`config.mk`:
```
export PLATFORM = sky130hd
export DESIGN_NAME = ifu_fetch
export DESIGN_NICKNAME = d
export VERILOG_FILES = /design/src/rtl/ifu_fetch.sv
export SDC_FILE = /design/constraint.sdc
export NUM_CORES = 1
export LEC_CHECK = 0
export BUFFER_PORTS_ARGS = -buffer_cell sky130_fd_sc_hd__buf_2
export CAP_MARGIN = 20
export CORE_AREA = 2 2 148 114
export CTS_CLUSTER_SIZE = 25
export DETAILED_ROUTE_END_ITERATION = 16
export DIE_AREA = 0 0 150 116
export GPL_TIMING_DRIVEN = 0
export MAX_ROUTING_LAYER = met4
export PLACE_DENSITY = 0.51
export SYNTH_ARGS = -nofsm -noshare
export SYNTH_HDL_FRONTEND = slang
export SYNTH_SLANG_ARGS = --single-unit
```
`constraint.sdc`:
```
create_clock -name clk -period 3.7 [get_ports clk]
set_input_delay 0.37 -clock clk [delete_from_list [all_inputs] [get_ports clk]]
set_output_delay 0.37 -clock clk [all_outputs]
set_load 0.01 [all_outputs]
```
`src/rtl/ifu_fetch.sv`:
```
`default_nettype none
// ============================================================================
// Module   : ifu_fetch
// Purpose  : Instruction-fetch stage. Samples the PC, issues one word read on
//            a valid/ready request channel, takes the single response and
//            presents {pc, instr, fault} to decode under valid/ready. Pulses
//            pc_adv when decode takes the instruction; a flush discards any
//            stale request or buffered instruction.
// Revision : 1.0 - initial release
// ============================================================================
module ifu_fetch #(
   parameter int ADDR_W = 32,
   parameter int DATA_W = 32
) (
   input  logic              clk,
   input  logic              rst,
   // PC register interface
   input  logic [ADDR_W-1:0] pc,
   input  logic              flush,
   output logic              pc_adv,
   // Instruction memory request channel
   output logic              imem_req_valid,
   input  logic              imem_req_ready,
   output logic [ADDR_W-1:0] imem_req_addr,
   // Instruction memory response channel
   input  logic              imem_rsp_valid,
   input  logic [DATA_W-1:0] imem_rsp_data,
   input  logic              imem_rsp_err,
   // Decode interface
   output logic              id_valid,
   input  logic              id_ready,
   output logic [ADDR_W-1:0] id_pc,
   output logic [DATA_W-1:0] id_instr,
   output logic              id_fault
);

   typedef enum logic [1:0] {
      S_IDLE = 2'd0,
      S_REQ  = 2'd1,
      S_WAIT = 2'd2,
      S_HOLD = 2'd3
   } state_t;

   state_t            r_state;
   logic              r_drop;     // outstanding response belongs to a flushed path
   logic [ADDR_W-1:0] r_req_pc;   // PC that the outstanding request was issued for

   logic              w_handoff;
   logic              w_misaligned;
   logic              w_req_fire;

   assign w_handoff    = id_valid & id_ready;
   assign w_misaligned = (pc[1:0] != 2'b00);
   assign w_req_fire   = imem_req_valid & imem_req_ready;

   // The PC register steps only when decode takes the instruction and no jump overrides it.
   assign pc_adv = w_handoff & ~flush;

   // Fetch sequencer. REQ has two phases: a sampling cycle (request not yet valid) in which
   // the PC register has already settled after the previous advance/jump, then the request
   // phase in which the address is held until the memory accepts it.
   always_ff @(posedge clk or posedge rst) begin
      if (rst) begin
         r_state        <= S_IDLE;
         r_drop         <= 1'b0;
         r_req_pc       <= '0;
         imem_req_valid <= 1'b0;
         imem_req_addr  <= '0;
         id_valid       <= 1'b0;
         id_pc          <= '0;
         id_instr       <= '0;
         id_fault       <= 1'b0;
      end else begin
         case (r_state)
            S_IDLE: begin
               // Responses arriving here belong to a transaction abandoned by reset.
               r_state <= S_REQ;
            end

            S_REQ: begin
               if (!imem_req_valid) begin
                  // Sampling cycle. A jump this cycle means pc is about to change, so
                  // nothing is issued and the new target is sampled next cycle instead.
                  if (!flush) begin
                     imem_req_addr <= pc;
                     r_req_pc      <= pc;
                     if (w_misaligned) begin
                        // Misaligned PC never reaches memory; report a fetch fault.
                        id_valid <= 1'b1;
                        id_pc    <= pc;
                        id_instr <= '0;
                        id_fault <= 1'b1;
                        r_state  <= S_HOLD;
                     end else begin
                        imem_req_valid <= 1'b1;
                     end
                  end
               end else begin
                  // Request already on the bus: it cannot be withdrawn, so a jump only
                  // marks its response for discard.
                  if (flush) begin
                     r_drop <= 1'b1;
                  end
                  if (w_req_fire) begin
                     imem_req_valid <= 1'b0;
                     r_state        <= S_WAIT;
                  end
               end
            end

            S_WAIT: begin
               if (imem_rsp_valid) begin
                  if (flush || r_drop) begin
                     // Stale response: discard and refetch from the current PC.
                     r_drop  <= 1'b0;
                     r_state <= S_REQ;
                  end else begin
                     id_valid <= 1'b1;
                     id_pc    <= r_req_pc;
                     id_instr <= imem_rsp_data;
                     id_fault <= imem_rsp_err;
                     r_state  <= S_HOLD;
                  end
               end else if (flush) begin
                  r_drop <= 1'b1;
               end
            end

            S_HOLD: begin
               // Either a jump or a handoff retires the buffered instruction; the jump
               // wins the pc_adv decision combinationally.
               if (flush || id_ready) begin
                  id_valid <= 1'b0;
                  r_state  <= S_REQ;
               end
            end

            default: begin
               r_state <= S_IDLE;
            end
         endcase
      end
   end

   // Memory may only answer the single outstanding request; IDLE tolerates leftovers from reset.
   a_rsp_in_wait : assert property (@(posedge clk) disable iff (rst)
      imem_rsp_valid |-> (r_state == S_WAIT || r_state == S_IDLE));

endmodule
`default_nettype wire

```
==> results.sh <==
export IMPL_grt_pass1_wl_um=18900
export IMPL_fin_tns_setup_ns=0
export IMPL_gp_congestion=0.752
export IMPL_hold_class="in2async"
export IMPL_final_nets=622
export IMPL_cts_setup_buffers=0
export IMPL_start_util_pct=29.8
export IMPL_max_freq_ghz=0.429
export IMPL_critPathCaptureType="register"
export IMPL_synthTopCellsByArea="dfrtp_1 54%, mux2_2 16%, mux2_4 9.6%"
export IMPL_grt_antenna_before_repair=0
export IMPL_power_leakage_nw=2.90
export IMPL_worstSetupPathType="reg2reg"
export IMPL_clockPowerShare_pct=15.6
export IMPL_seqPwrFrac_pct=34.8
export IMPL_p_per_area_mw_per_mm2=914
export IMPL_seq_area_frac_synth_pct=54.2
export IMPL_grt_overflow=0
export IMPL_synth_area_sq_mm=0.00471
export IMPL_diodes=0
export IMPL_layout_drive_gt1_share_pct=54.2
export IMPL_hold_buffers=0
export IMPL_drc=0
export IMPL_grt_max_degree=61
export IMPL_synth_avg_cell_area_sq_um=12.9
export IMPL_ir_drop_mv=0.306
export IMPL_postCtsResizedCells=0
export IMPL_crit_required_ns=3.92
export IMPL_critPathLaunchType="register"
export IMPL_boundaryPins=171
export IMPL_maxCapViolCount=0
export IMPL_grt_usage_pct=14.6
export IMPL_wl_um=12400
export IMPL_detailed_place_hpwl_um=9030
export IMPL_place_inst=744
export IMPL_clock_root_buffer="clkbuf_16"
export IMPL_fin_crit_sh_pct=63.0
export IMPL_clk_pin_slew_ns=0.07
export IMPL_wl_per_cell_um=16.3
export IMPL_clockBufferDepth=2
export IMPL_htree_levels=3
export IMPL_tightest_slew_ns=0.783
export IMPL_synth_largest_area_cell="dfrtp_1"
export IMPL_rsz0062_at_grt="no"
export IMPL_clkSinkCount=102
export IMPL_fin_area_sq_mm=0.00611
export IMPL_worstSkewPairLatency_ns=0.34
export IMPL_crit_fanout=10
export IMPL_core_area_sq_mm=0.0158
export IMPL_yosysWarnings=0
export IMPL_grt_pass1_vias=3486
export IMPL_finalPower_w=0.00559
export IMPL_status="complete, no violations"
export IMPL_finalSetupViolCount=0
export IMPL_cts_tree="done"
export IMPL_report_final_hold_viol_count=0
export IMPL_viasPerCell=4.68
export IMPL_arrival_ns=2.55
export IMPL_drtPass1Iterations=4
export IMPL_maxSlewHeadroom_pct=47.8
export IMPL_ant_nets=0
export IMPL_port_buffers=169
export IMPL_switching_share_pct=38.7
export IMPL_period_needed_ns=2.33
export IMPL_yosysTopAreaCellShare_pct=54.2
export IMPL_finalNonFillerCells=758
export IMPL_fp_dieH_um=116
export IMPL_die_w_um=150
export IMPL_num_rows=40
export IMPL_ys_seq_elements=102
export IMPL_synth_fp_nets=441
export IMPL_vias=3546
export IMPL_cts_inserted_buffers=9
export IMPL_internal_power_w=0.00343
export IMPL_synth_distinct_cells=27
export IMPL_syn_inst=364
export IMPL_clock_skew_final_ns=0.00695
export IMPL_pwr_share_comb_pct=49.5
export IMPL_worstRegToRegCells=8
export IMPL_fp_dieArea_sq_mm=0.0174
export IMPL_switchingPower_w=0.00216
export IMPL_report_final_slew_viol_count=0
export IMPL_drt_iter0_drc=116
export IMPL_dpl_cell_area_sq_mm=0.00585
export IMPL_syn2layout_area_growth_pct=29.7
[cell type report]
type | instances | area (sq um)
Inverter | 3 | 13.8
Timing Repair Buffer | 170 | 873
Clock inverter | 5 | 37.5
Buffer | 29 | 148
Fill cell | 1603 | 9700
Multi-Input combinational cell | 230 | 2000
Clock buffer | 9 | 225
Sequential cell | 102 | 2550
Tap cell | 210 | 263
[critical path: stages, from the launching register on]
cell and delay [ns]:
dfrtp_1 0.42, inv_1 0.12, ha_1 0.20, clkbuf_1 0.22
nand2b_1 0.17, nand4_2 0.21, nor2_4 0.31, buf_6 0.25
mux2_4 0.32
[kinds of logic after synthesis]
group / Yosys count / share of synthesized area [%]
AOI/OAI and AO/OA: 74 / 9.99
adders and majority gates: 6 / 1.59
DFF: 102 / 54.2
muxes: 99 / 26.0
buffers and inverters: 32 / 3.37
and+or+nand+nor: 51 / 4.86
[per-layer routing]
metal	global-route usage, %	vias up	wire length [um]
li1	-	1657	-
met3	3.66	11	798
met5	-	-	0
met1	19.0	1761	5650
met4	4.15	0	142
met2	22.7	117	5790
[power groups by stage]
stage                     combinational (W)  sequential, W  clock [W]
after detailed placement            0.00281        0.00196          0
final                               0.00277        0.00195   0.000873
after global routing                0.00301        0.00201   0.000957
after floorplan                     0.00160        0.00216          0
after CTS                           0.00282        0.00195   0.000910
after global placement              0.00277        0.00193          0
[cells in the final DEF, fill, tap and decap left out, types with 2 or more instances in the layout]
cell type / count
buf_2: 179
dfrtp_1: 102
mux2_2: 65
nand2_1: 36
o21ai_0: 34
o31ai_1: 34
mux2_4: 30
clkbuf_1: 14
clkbuf_16: 9
nor2_1: 6
ha_1: 6
nand2b_1: 3
buf_6: 3
mux2_1: 2
o21ai_1: 2
inv_1: 2
nor3b_1: 2
mux2i_1: 2
clkinvlp_4: 2
[stage by stage]
step | setup slack (ns) | utilization [%] | hold WS, ns
detailed placement | 1.33 | 37.0 | 0.487
global route | 1.19 | 38.6 | 0.220
CTS | 1.32 | 38.6 | 0.195
global placement | -0.643 | 36.8 | 0.482
finish | 1.37 | 38.6 | 0.164
floorplan | 0.655 | - | 0.504
[worst paths after layout]
kind | from | end | slack (ns)
min reg2reg | id_pc[25]$_DFFE_PP0P_ | id_pc[25]$_DFFE_PP0P_ | 0.51
min | rst | id_instr[18]$_DFFE_PP0P_ | 0.16
max in group asynchronous | rst | imem_req_valid$_DFFE_PP0N_ | 2.85
max | r_state[0]$_DFFE_PP0P_ | id_pc[0]$_DFFE_PP0P_ | 1.37
max reg2reg | r_state[0]$_DFFE_PP0P_ | id_pc[0]$_DFFE_PP0P_ | 1.37
min in group clk | imem_rsp_data[26] | id_instr[26]$_DFFE_PP0P_ | 0.26
[flip-flops by register name, indices dropped and copies added (netlist names)]
signal	cells
id_instr	32
id_pc	32
r_req_pc	32
r_state	2
id_fault	1
id_valid	1
imem_req_valid	1
r_drop	1
[cell usage after synthesis (all sizes together)]
master	count
dfrtp	102
mux2	97
nand2	36
o21ai	36
o31ai	34
buf	15
clkbuf	14
nor2	7
ha	6
inv	3
nand2b	3
mux2i	2
nor3b	2
a31oi	1
a32o	1
a41oi	1
nand4	1
nor3	1
o21ba	1
or3b	1
Power figures use the tool's default switching activity.
